<file path="src/rtl/div_pkg.sv">
// ============================================================================
//  Module   : div_pkg
//  Purpose  : Shared widths, FSM state encoding and constants for div16_8_seq.
//  Revision : 1.0
// ============================================================================
`default_nettype none

package div_pkg;

    localparam int DIVIDEND_W = 16;
    localparam int DIVISOR_W  = 8;
    localparam int REM_W      = 8;
    localparam int CNT_W      = 4;

    localparam logic [DIVIDEND_W-1:0] ZERO_DIV_QUOT = 16'hFFFF;

    typedef enum logic [1:0] {
        IDLE = 2'd0,
        RUN  = 2'd1,
        DONE = 2'd2
    } state_t;

endpackage

`default_nettype wire

</file>
<file path="src/rtl/div16_8_seq_if.sv">
// ============================================================================
//  Module   : div16_8_seq_if
//  Purpose  : Operand/result valid-ready bundle for the sequential divider.
//  Revision : 1.0
// ============================================================================
`default_nettype none

interface div16_8_seq_if;
    import div_pkg::*;

    logic                  in_valid;
    logic                  in_ready;
    logic [DIVIDEND_W-1:0] dividend;
    logic [DIVISOR_W-1:0]  divisor;
    logic                  out_valid;
    logic                  out_ready;
    logic [DIVIDEND_W-1:0] quot;
    logic [REM_W-1:0]      rem;
    logic                  div_zero;

    modport slave (
        input  in_valid, dividend, divisor, out_ready,
        output in_ready, out_valid, quot, rem, div_zero
    );

    modport master (
        output in_valid, dividend, divisor, out_ready,
        input  in_ready, out_valid, quot, rem, div_zero
    );

endinterface

`default_nettype wire

</file>
<file path="src/rtl/div_step.sv">
// ============================================================================
//  Module   : div_step
//  Purpose  : One combinational restoring-division iteration (shift, compare,
//             conditional subtract).
//  Revision : 1.0
// ============================================================================
`default_nettype none

module div_step
    import div_pkg::*;
(
    input  wire logic [REM_W:0]       r_in,
    input  wire logic                 q_msb,
    input  wire logic [DIVISOR_W-1:0] d,
    output logic      [REM_W:0]       r_out,
    output logic                      q_bit
);

    logic [REM_W:0] t;
    logic           unused_r_msb;

    // The partial remainder is always below the divisor, so its top bit is zero
    // and is dropped by the shift.
    assign unused_r_msb = r_in[REM_W];
    assign t            = {r_in[REM_W-1:0], q_msb};
    assign q_bit        = (t >= {1'b0, d});
    assign r_out        = q_bit ? (t - {1'b0, d}) : t;

endmodule

`default_nettype wire

</file>
<file path="src/rtl/div16_8_seq.sv">
// ============================================================================
//  Module   : div16_8_seq
//  Purpose  : Sequential radix-2 restoring divider, 16-bit / 8-bit, with
//             valid/ready handshakes and one operation in flight.
//  Revision : 1.0
// ============================================================================
`default_nettype none

module div16_8_seq
    import div_pkg::*;
(
    input  wire logic      clk,
    input  wire logic      rst,
    div16_8_seq_if.slave   bus
);

    state_t                state;
    state_t                state_nxt;
    logic [DIVIDEND_W-1:0] q_work;
    logic [REM_W:0]        r_work;
    logic [DIVISOR_W-1:0]  d_reg;
    logic [CNT_W-1:0]      cnt;
    logic [DIVIDEND_W-1:0] quot_reg;
    logic [REM_W-1:0]      rem_reg;
    logic                  div_zero_reg;

    logic [REM_W:0]        step_r;
    logic                  step_q;
    logic                  accept;
    logic                  last_iter;

    div_step u_step (
        .r_in  (r_work),
        .q_msb (q_work[DIVIDEND_W-1]),
        .d     (d_reg),
        .r_out (step_r),
        .q_bit (step_q)
    );

    assign accept    = (state == IDLE) && bus.in_valid;
    assign last_iter = (cnt == {CNT_W{1'b1}});

    always_ff @(posedge clk or posedge rst) begin
        if (rst) begin
            state <= IDLE;
        end else begin
            state <= state_nxt;
        end
    end

    always_comb begin
        state_nxt = state;
        case (state)
            IDLE: begin
                if (bus.in_valid) begin
                    state_nxt = (bus.divisor == '0) ? DONE : RUN;
                end
            end
            RUN: begin
                if (last_iter) begin
                    state_nxt = DONE;
                end
            end
            DONE: begin
                if (bus.out_ready) begin
                    state_nxt = IDLE;
                end
            end
            default: state_nxt = IDLE;
        endcase
    end

    // Result registers only change on DONE entry, so they hold the last result
    // through IDLE and the next RUN.
    always_ff @(posedge clk or posedge rst) begin
        if (rst) begin
            q_work       <= '0;
            r_work       <= '0;
            d_reg        <= '0;
            cnt          <= '0;
            quot_reg     <= '0;
            rem_reg      <= '0;
            div_zero_reg <= 1'b0;
        end else if (accept) begin
            q_work <= bus.dividend;
            d_reg  <= bus.divisor;
            r_work <= '0;
            cnt    <= '0;
            if (bus.divisor == '0) begin
                quot_reg     <= ZERO_DIV_QUOT;
                rem_reg      <= bus.dividend[REM_W-1:0];
                div_zero_reg <= 1'b1;
            end
        end else if (state == RUN) begin
            q_work <= {q_work[DIVIDEND_W-2:0], step_q};
            r_work <= step_r;
            cnt    <= cnt + {{(CNT_W-1){1'b0}}, 1'b1};
            if (last_iter) begin
                quot_reg     <= {q_work[DIVIDEND_W-2:0], step_q};
                rem_reg      <= step_r[REM_W-1:0];
                div_zero_reg <= 1'b0;
            end
        end
    end

    assign bus.in_ready  = (state == IDLE);
    assign bus.out_valid = (state == DONE);
    assign bus.quot      = quot_reg;
    assign bus.rem       = rem_reg;
    assign bus.div_zero  = div_zero_reg;

endmodule

`default_nettype wire
</file>
<file path="src/flat_wrapper.sv">
// flat-port wrapper written by rule: the top's interface ports become plain ports
module div16_8_seq_flat import div_pkg::*;
  (clk, rst, bus_in_valid, bus_dividend, bus_divisor, bus_out_ready, bus_in_ready, bus_out_valid, bus_quot, bus_rem, bus_div_zero);
  div16_8_seq_if bus_i ();
  input  wire logic clk;
  input  wire logic rst;
  input wire logic [$bits(bus_i.in_valid)-1:0] bus_in_valid;
  input wire logic [$bits(bus_i.dividend)-1:0] bus_dividend;
  input wire logic [$bits(bus_i.divisor)-1:0] bus_divisor;
  input wire logic [$bits(bus_i.out_ready)-1:0] bus_out_ready;
  output wire logic [$bits(bus_i.in_ready)-1:0] bus_in_ready;
  output wire logic [$bits(bus_i.out_valid)-1:0] bus_out_valid;
  output wire logic [$bits(bus_i.quot)-1:0] bus_quot;
  output wire logic [$bits(bus_i.rem)-1:0] bus_rem;
  output wire logic [$bits(bus_i.div_zero)-1:0] bus_div_zero;
  assign bus_i.in_valid = bus_in_valid;
  assign bus_i.dividend = bus_dividend;
  assign bus_i.divisor = bus_divisor;
  assign bus_i.out_ready = bus_out_ready;
  assign bus_in_ready = bus_i.in_ready;
  assign bus_out_valid = bus_i.out_valid;
  assign bus_quot = bus_i.quot;
  assign bus_rem = bus_i.rem;
  assign bus_div_zero = bus_i.div_zero;
  div16_8_seq u_core (.clk(clk), .rst(rst), .bus(bus_i));
endmodule
</file>
<file path="config.mk">
export PLATFORM = sky130hd
export DESIGN_NAME = div16_8_seq_flat
export DESIGN_NICKNAME = d
export VERILOG_FILES = /design/src/rtl/div_pkg.sv /design/src/rtl/div16_8_seq_if.sv /design/src/rtl/div_step.sv /design/src/rtl/div16_8_seq.sv /design/src/flat_wrapper.sv
export SDC_FILE = /design/constraint.sdc
export NUM_CORES = 1
export LEC_CHECK = 0
export ABC_AREA = 1
export BUFFER_PORTS_ARGS = -buffer_cell sky130_fd_sc_hd__clkbuf_2
export CAP_MARGIN = 20
export CELL_PAD_IN_SITES_DETAIL_PLACEMENT = 1
export CELL_PAD_IN_SITES_GLOBAL_PLACEMENT = 1
export CORE_MARGIN = 1
export CORE_UTILIZATION = 30
export CTS_CLUSTER_SIZE = 40
export DETAILED_ROUTE_END_ITERATION = 12
export PLACE_DENSITY = 0.73
export RECOVER_POWER = 100
export SYNTH_ARGS = -nofsm -noshare
export SYNTH_HDL_FRONTEND = slang
export SYNTH_HIERARCHICAL = 1
export SYNTH_SLANG_ARGS = --single-unit
</file>
<file path="constraint.sdc">
create_clock -name clk -period 2 [get_ports clk]
set_clock_uncertainty 0.15 [all_clocks]
set_input_delay 0.4 -clock clk [delete_from_list [all_inputs] [get_ports clk]]
set_output_delay 0.4 -clock clk [all_outputs]
set_load 0.02 [all_outputs]
</file>
# [After elaboration in Yosys (flattened, before gate mapping)]
# Cells that the tools add are included.
[word_totals] ff_bits=63 input_bits=28 wordCells=49
[op_classes] add_sub_neg=2 magnitude_cmp=1 n_eq_ne=7 mux=24 n_reduce_logical=7
[op_table] cell="$mux 16" n=6
[op_table] cell="$mux 8" n=7
[op_table] cell="$ge 9x8->1" n=1
[op_table] cell="$logic_not 8->1" n=1
[op_table] cell="$mux 2" n=4
[op_table] cell="$mux 4" n=2
[op_table] cell="$sub 8x8->8" n=1
[op_table] cell="$ne 2x2->1 const B" n=3
[op_table] cell="$pmux 2 s3" n=1
[op_table] cell="$reduce_and 3->1" n=2
[op_table] cell="$add 4x1->4 const B" n=1
[op_table] cell="$eq 4x4->1 const B" n=1
[op_table] cell="$mux 1" n=4
[op_table] cell="$reduce_bool 2->1" n=2
[op_table] cell="$eq 2x1->1 const B" n=1
[op_table] cell="$eq 2x2->1 const B" n=1
[op_table] cell="$logic_not 2->1" n=1
[op_table] cell="$ne 2x1->1 const B" n=1
[op_table] cell="$logic_and 1x1->1" n=1

# [Longest topological paths before layout]
# Gate-level depths: netlist (run 1).
[depth] ltp_word=5 depth_mapped=16 depth_no_buf=16

# [Hierarchy]
# The synthesis (run 1) kept the hierarchy.
[modules_own_cells] module="div16_8_seq" instances=1 cells_per_inst=325 area_per_inst_um2=2806.4 seq_area_each_um2=1601.5
[modules_own_cells] module="div_step" instances=1 cells_per_inst=131 area_per_inst_um2=700.7 seq_area_each_um2=0.0

# [Worst setup path after synthesis (run 1)]
# Ideal clock, no wire load.
[synth_timing] path_kind="register to register" start="register u_core.r_work[5]" end="register u_core.rem_reg[7] (netlist: u_core/bus.rem[7])" arrival_time_ns=1.653 required_ns=1.733 setup_slack_ns=0.080 stages_incl_launch_ff=12 path_cell_list="dfrtp_1 ha_1 nand2_1 nand2_1 a21oi_4 nand4_4 nand2_1 nand2_1 nand2_1 nand2_1 nand3_1 nand2_1"
[synth_via] elab_chain_cells=5 word_cells_on_any_way=6
[synth_rtl] element="start: declaration" line="div16_8_seq.sv:20" text="logic [REM_W:0] r_work;"
[synth_rtl] element="start signal: assignment" line="div16_8_seq.sv:96" text="r_work <= step_r;"
[synth_rtl] element="$ge 9x8->1" line="div_step.sv:26" text="assign q_bit = (t >= {1'b0, d});"
[synth_rtl] element="net u_core.step_q" line="div16_8_seq.sv:28" text="logic step_q;"
[synth_rtl] element="$mux 8" line="div_step.sv:27" text="assign r_out = q_bit ? (t - {1'b0, d}) : t;"
[synth_rtl] element="net u_core.step_r[7]" line="div16_8_seq.sv:27" text="logic [REM_W:0] step_r;"
[synth_rtl] element="$mux 8" line="div16_8_seq.sv:98" text="if (last_iter) begin"
[synth_rtl] element="$mux 8" line="div16_8_seq.sv:94" text="end else if (state == RUN) begin"
[synth_rtl] element="$mux 8" line="div16_8_seq.sv:84" text="end else if (accept) begin"
[synth_rtl] element="end signal: assignment" line="div16_8_seq.sv:91" text="rem_reg <= bus.dividend[REM_W-1:0];"
[synth_rtl] element="end signal: assignment" line="div16_8_seq.sv:100" text="rem_reg <= step_r[REM_W-1:0];"
[synth_rtl] element="end: declaration" line="div16_8_seq.sv:24" text="logic [REM_W-1:0] rem_reg;"
# The timed path passes the listed nets, and every way through them passes these cells. The select of a mux whose other input is x is not followed.
# A chain may end at the register's enable or synchronous reset.

# [Final worst setup path (run 1)]
[layout_timing] start="register u_core.r_work[5]" end="register u_core.rem_reg[4] (netlist: u_core/bus.rem[4])"
# Same word-level chain as after synthesis.

==> flow_summary.yaml, run 1 <==
route:
  drt-total-wl_um: 10700
  avgViaCountPerCell: 4.83
  antenna_left: 0
  drc: 0
  vias: 3281
  wl_per_cell_um: 15.8
  drtIter0Drc: 130
  drtPass1Iterations: 4
timing:
  max_slew.worst_pin.slew_ns: 1.43
  fin_setup_tns_ns: -0.0336
  setup_viol: 1
  max_freq_mhz: 492
  whs_ns: 0.105
  fin_crit_ns: 2.03
  rsz0062_at_grt: "yes"
  hold_violations: 0
  layout_setup_ws_ns: -0.0336
  drv_slew: 0
  fin_crit_sh: 1.02
  relSlewSlack: 0.0461
power_and_ir_drop:
  cellLeakagePower_nw: 2.52
  netSwitchingFraction: 0.468
  pwr-share-comb: 0.607
  seq_power_share: 0.222
  p_int_w: 0.00544
  p_per_area_nw_per_um2: 2160
  ir_worst_vdd_mv: 0.986
  p_sw_w: 0.00479
  p_clk_frac: 0.170
layout:
  nFillCells: 1353
  final_area_sq_um: 4730
  final_net_count: 572
  drive_above_1_share: 0.345
  instances_no_fill: 679
  syn_to_final_growth_pct: 38.0
  diodes: 0
setup_path:
  cp-end-kind: "flip-flop"
  cp.arrival_ns: 2.14
  crit_path_start: "u_core/r_work[5]"
  setup.worst_path.start_class: "flip-flop"
  worstSetupPathType: "reg2reg"
  crit_required_ns: 2.11
  crit_end: "u_core/bus.rem[4]"
  rrSetupSlack_ns: -0.03
  worstPathMaxFanout: 5
  r2r_start: "u_core/r_work[5]"
  r2r_end: "u_core/bus.rem[4]"
  r2r_cells: 11
clock_network:
  htree_num_levels: 3
  root_buffer: "clkbuf_16"
  clock_latency_ns: 0.33
  cts_tree: "yes"
  clk_path_buf_depth: 2
  clkSlewWorstSetupHoldPaths_ns: 0.06
  cts.sinks: 63
  cts_buffers: 9
global_routing:
  grt.total_usage: 0.186
  grt_max_degree: 64
  gr-total-overflow: 0
  grt_pass1_vias: 3409
  antenna_found_initial: 0
  grt_pass1_wl_um: 16800
floorplan:
  dieHeight_um: 109
  start_util: 0.312
  dieArea_sq_um: 11900
  core_sq_um: 11000
  dieWidth_um: 109
  row_count: 38
  pin_count: 55
placement:
  dp.cells: 647
  hpwl_um: 7100
  routabilityCongestion: 0.907
  dp_slack_ns: -0.106
  portBuffers: 54
  place_area_sq_um: 3990
synth:
  synth_warnings: 6
  syn_area_sq_um: 3430
  postSynthAreaPerCell_sq_um: 7.74
  syn_inst: 443
  syn_nets: 481
run:
  drv_cap: 0
status:
  status: "finished, violations left"
  violations: "setup timing"
min_path:
  hp-class: "in2reg"
[layer usage]
layer	up-vias	GRT usage	routed length [um]
met5	-	0	0
met4	0	0.0454	110
met3	11	0.0329	381
met2	62	0.324	5540
met1	1627	0.239	4710
li1	1581	-	-
[worst min path at each step]
| stage | start | endpoint | slack (ns) | depth (start not counted) |
|---|---|---|---|---|
| floorplan | u_core/d_reg[2] | u_core/d_reg[2] | 0.30 | 2 |
| global placement | u_core/bus.rem[7] | u_core/bus.rem[7] | 0.31 | 2 |
| detailed placement | u_core/bus.rem[2] | u_core/bus.rem[2] | 0.31 | 2 |
| CTS | rst | u_core/bus.quot[9] | 0.02 | 3 |
| global route | bus_out_ready | u_core/state[1] | 0.14 | 2 |
| finish | bus_out_ready | u_core/state[1] | 0.10 | 2 |
[power by group through the flow]
stage | combinational, W | clock (W) | sequential (W)
2_1_floorplan | 0.00313 | 0 | 0.00247
3_3_place_gp | 0.00473 | 0 | 0.00223
3_5_place_dp | 0.00490 | 0 | 0.00227
4_1_cts | 0.00544 | 0.00177 | 0.00228
5_1_grt | 0.00685 | 0.00182 | 0.00234
6_report | 0.00621 | 0.00174 | 0.00227
[repair_timing]
action                     4_1_cts  5_1_grt
gates cloned                     2        0
pin swaps                       12       49
gates resized for setup         25       57
setup endpoints to repair       16       17
buffers inserted                 8        6
hold buffers                     0        0
[final cells by class]
cell class                      count  area [sq um]  area share
Clock inverter                      5          80.1      0.0169
Multi-Input combinational cell    311          1850       0.391
Clock buffer                       11           253      0.0534
Sequential cell                    63          1580       0.334
Inverter                           55           213      0.0449
Timing Repair Buffer               94           582       0.123
Tap cell                          140           175      0.0370
[layout by cell type (no fill, tap or decap), drive strengths merged]
cell / count
dfrtp: 63
o21ai: 29
clkinvlp: 3
o221ai: 8
nand2: 197
nor2: 13
xnor2: 1
ha: 9
a21oi: 3
xor2: 2
inv: 54
fa: 1
clkbuf: 65
buf: 40
nand3: 36
nand4: 12
bufinv: 2
clkinv: 1
[metrics by stage]
| step | util | total power [W] |
|---|---|---|
| 5_1_grt | 0.431 | 0.0110 |
| 2_1_floorplan | - | 0.00560 |
| 3_5_place_dp | 0.363 | 0.00717 |
| 4_1_cts | 0.413 | 0.00950 |
| 3_3_place_gp | 0.363 | 0.00696 |
| 6_report | 0.431 | 0.0102 |
[critical path: stages (launching register included)]
cell and delay (ns):
dfrtp_1 0.43, ha_4 0.33, nand2_4 0.08, nor2_4 0.20, nand3_4 0.14, nand4_4 0.16, nand2_1 0.08, nand2_1 0.06
nand2_1 0.08, nand2_1 0.09, nand3_1 0.08, nand2_1 0.08
Power figures use the tool's default switching activity.
==> run 2: changes to the inputs <==
ABC_CLOCK_PERIOD_IN_PS = 2200   (was unset)
CTS_CLUSTER_SIZE = 14   (was 40)
PLACE_DENSITY = 0.71   (was 0.73)
clock period = 2.2 ns   (was 2 ns; I/O delays follow)
==> flow_summary.yaml, run 2 (synthesis gave the netlist of run 1 again) <==
status:
  status: "finished, final reports clean"
global_routing:
  gr-total-overflow: 0
  grt_max_degree: 33
  antenna_found_initial: 0
  grt_pass1_vias: 3350
  grt.total_usage: 0.183
  grt_pass1_wl_um: 16500
layout:
  nFillCells: 1371
  final_cell_mix: "nand2_1, dfrtp_1, inv_1"
  syn_to_final_growth_pct: 25.6
  drive_above_1_share: 0.181
  diodes: 0
  finish.utilization: 0.392
  final_net_count: 548
  seq_area_sq_um: 1580
  multiInputGateArea_sq_um: 1650
  final_common_cell: "nand2_1"
route:
  vias: 3159
  drtIter0Drc: 172
  antenna_left: 0
  wl_per_cell_um: 15.5
  drt-total-wl_um: 10100
  drtPass1Iterations: 4
  avgViaCountPerCell: 4.82
  drc: 0
min_path:
  hp-class: "in2async"
setup_path:
  crit_chain: "inv_1 > ha_4 > nand2_1 > nor2_4 > nand3_2 > nand4_4 > buf_6 > nand2_1 > nand2_1 > nand2_1 > nand2_1 > nand3_1 > nand2_1"
  cp-end-kind: "flip-flop"
  rrSetupSlack_ns: 0.12
  cp_common_cell: "nand2_1"
  r2r_end: "u_core/bus.rem[7]"
  r2r_start: "u_core/d_reg[7]"
  setup.worst_path.start_class: "flip-flop"
  critPathSlowestCell: "dfrtp_1"
  crit_path_start: "u_core/d_reg[7]"
  cp.arrival_ns: 2.19
  r2r_cells: 13
  worstPathMaxFanout: 6
  slowest_delay_ns: 0.35
  worstSetupPathType: "reg2reg"
  crit_end: "u_core/bus.rem[7]"
  crit_required_ns: 2.31
timing:
  hold_violations: 0
  relSlewSlack: 0.375
  fin_crit_ns: 2.08
  max_freq_mhz: 481
  whs_ns: 0.155
  max_slew.worst_pin.slew_ns: 0.936
  setup_viol: 0
  fin_crit_sh: 0.944
  drv_slew: 0
clock_network:
  clkSlewWorstSetupHoldPaths_ns: 0.06
  clock_latency_ns: 0.33
  clk_path_buf_depth: 2
  cts_tree: "yes"
  cts_hold_buf: 0
  cts_buffers: 9
  root_buffer: "clkbuf_16"
  htree_num_levels: 3
  cts.sinks: 63
placement:
  hpwl_um: 7020
  portBuffers: 54
  routabilityCongestion: 0.817
floorplan:
  dieArea_sq_um: 11900
  pin_count: 55
  dieHeight_um: 109
  core_sq_um: 11000
  dieWidth_um: 109
  start_util: 0.312
  row_count: 38
power_and_ir_drop:
  cellLeakagePower_nw: 2.26
  netSwitchingFraction: 0.466
  pwr-share-comb: 0.556
  ir_worst_vdd_mv: 0.606
  p_sw_w: 0.00383
  p_clk_frac: 0.191
  p_int_w: 0.00438
  p_per_area_nw_per_um2: 1910
  seq_power_share: 0.253
run:
  drv_cap: 0
run 2: changes by cell type in the layout (fill, tap and decap cells not counted), moves of 6 or more:
cell,before,now
nand2_4,11,1
inv_1,42,49
nand2_2,20,8
clkbuf_1,1,31
o21ai_0,19,25
buf_4,35,13
clkbuf_2,53,28
inv_2,11,4
nand2_1,165,187
run 2: final cells by class:
class                      count  area share
sequential                    63       0.367
clock buffer                  13      0.0604
clock inverter                 3      0.0151
inverter                      55      0.0485
tap                          140      0.0407
multi-input combinational    309       0.384
timing repair buffer          72      0.0848
run 2: repair_timing:
action / in CTS / in global routing
buffers inserted: 0 / 5
resized for setup: 1 / 29
endpoints found under the setup margin: 1 / 16
pin swaps: 0 / 4
run 2: how the worst min path moves through the flow:
stage                        start                  end  slack [ns]  cells past startpoint
2_1_floorplan      u_core/d_reg[2]      u_core/d_reg[2]        0.30                      2
3_3_place_gp    u_core/bus.quot[9]   u_core/bus.quot[9]        0.31                      2
3_5_place_dp   u_core/bus.quot[13]  u_core/bus.quot[13]        0.31                      2
4_1_cts                        rst    u_core/q_work[15]       0.003                      2
5_1_grt             bus_divisor[6]      u_core/d_reg[6]        0.18                      3
6_report                       rst    u_core/q_work[15]        0.15                      2
run 2: critical path, delay by kind of cell (launching register included):
kind / cells / cell delay (ns)
adders and majority gates: 1 / 0.32
buffers and inverters: 2 / 0.25
DFF: 1 / 0.35
and+or+nand+nor: 10 / 0.92
run 2: through the flow:
step	TNS, ns	instances	cell area (sq um)	total power (W)	worst slack, ns
finish	0	655	4310	0.00821	0.123
global route	-0.0487	655	4310	0.00898	-0.0211
CTS	0	650	4230	0.00798	0.0171
detailed placement	0	634	3900	0.00630	0.0438
global placement	0	634	3900	0.00614	0.0909
floorplan	0	443	3430	0.00509	0.0403
run 2: power groups by stage:
stage	combinational (W)	sequential [W]	clock, W
6_report	0.00456	0.00207	0.00157
5_1_grt	0.00518	0.00214	0.00166
4_1_cts	0.00431	0.00205	0.00161
3_5_place_dp	0.00423	0.00207	0
3_3_place_gp	0.00411	0.00204	0
2_1_floorplan	0.00285	0.00224	0
run 2: per-layer routing:
metal / vias up / track usage / wire [um]
li1: 1533 / - / -
met1: 1563 / 0.234 / 4640
met3: 7 / 0.0341 / 399
met5: - / 0 / 0
met2: 56 / 0.315 / 5030
met4: 0 / 0.0463 / 78
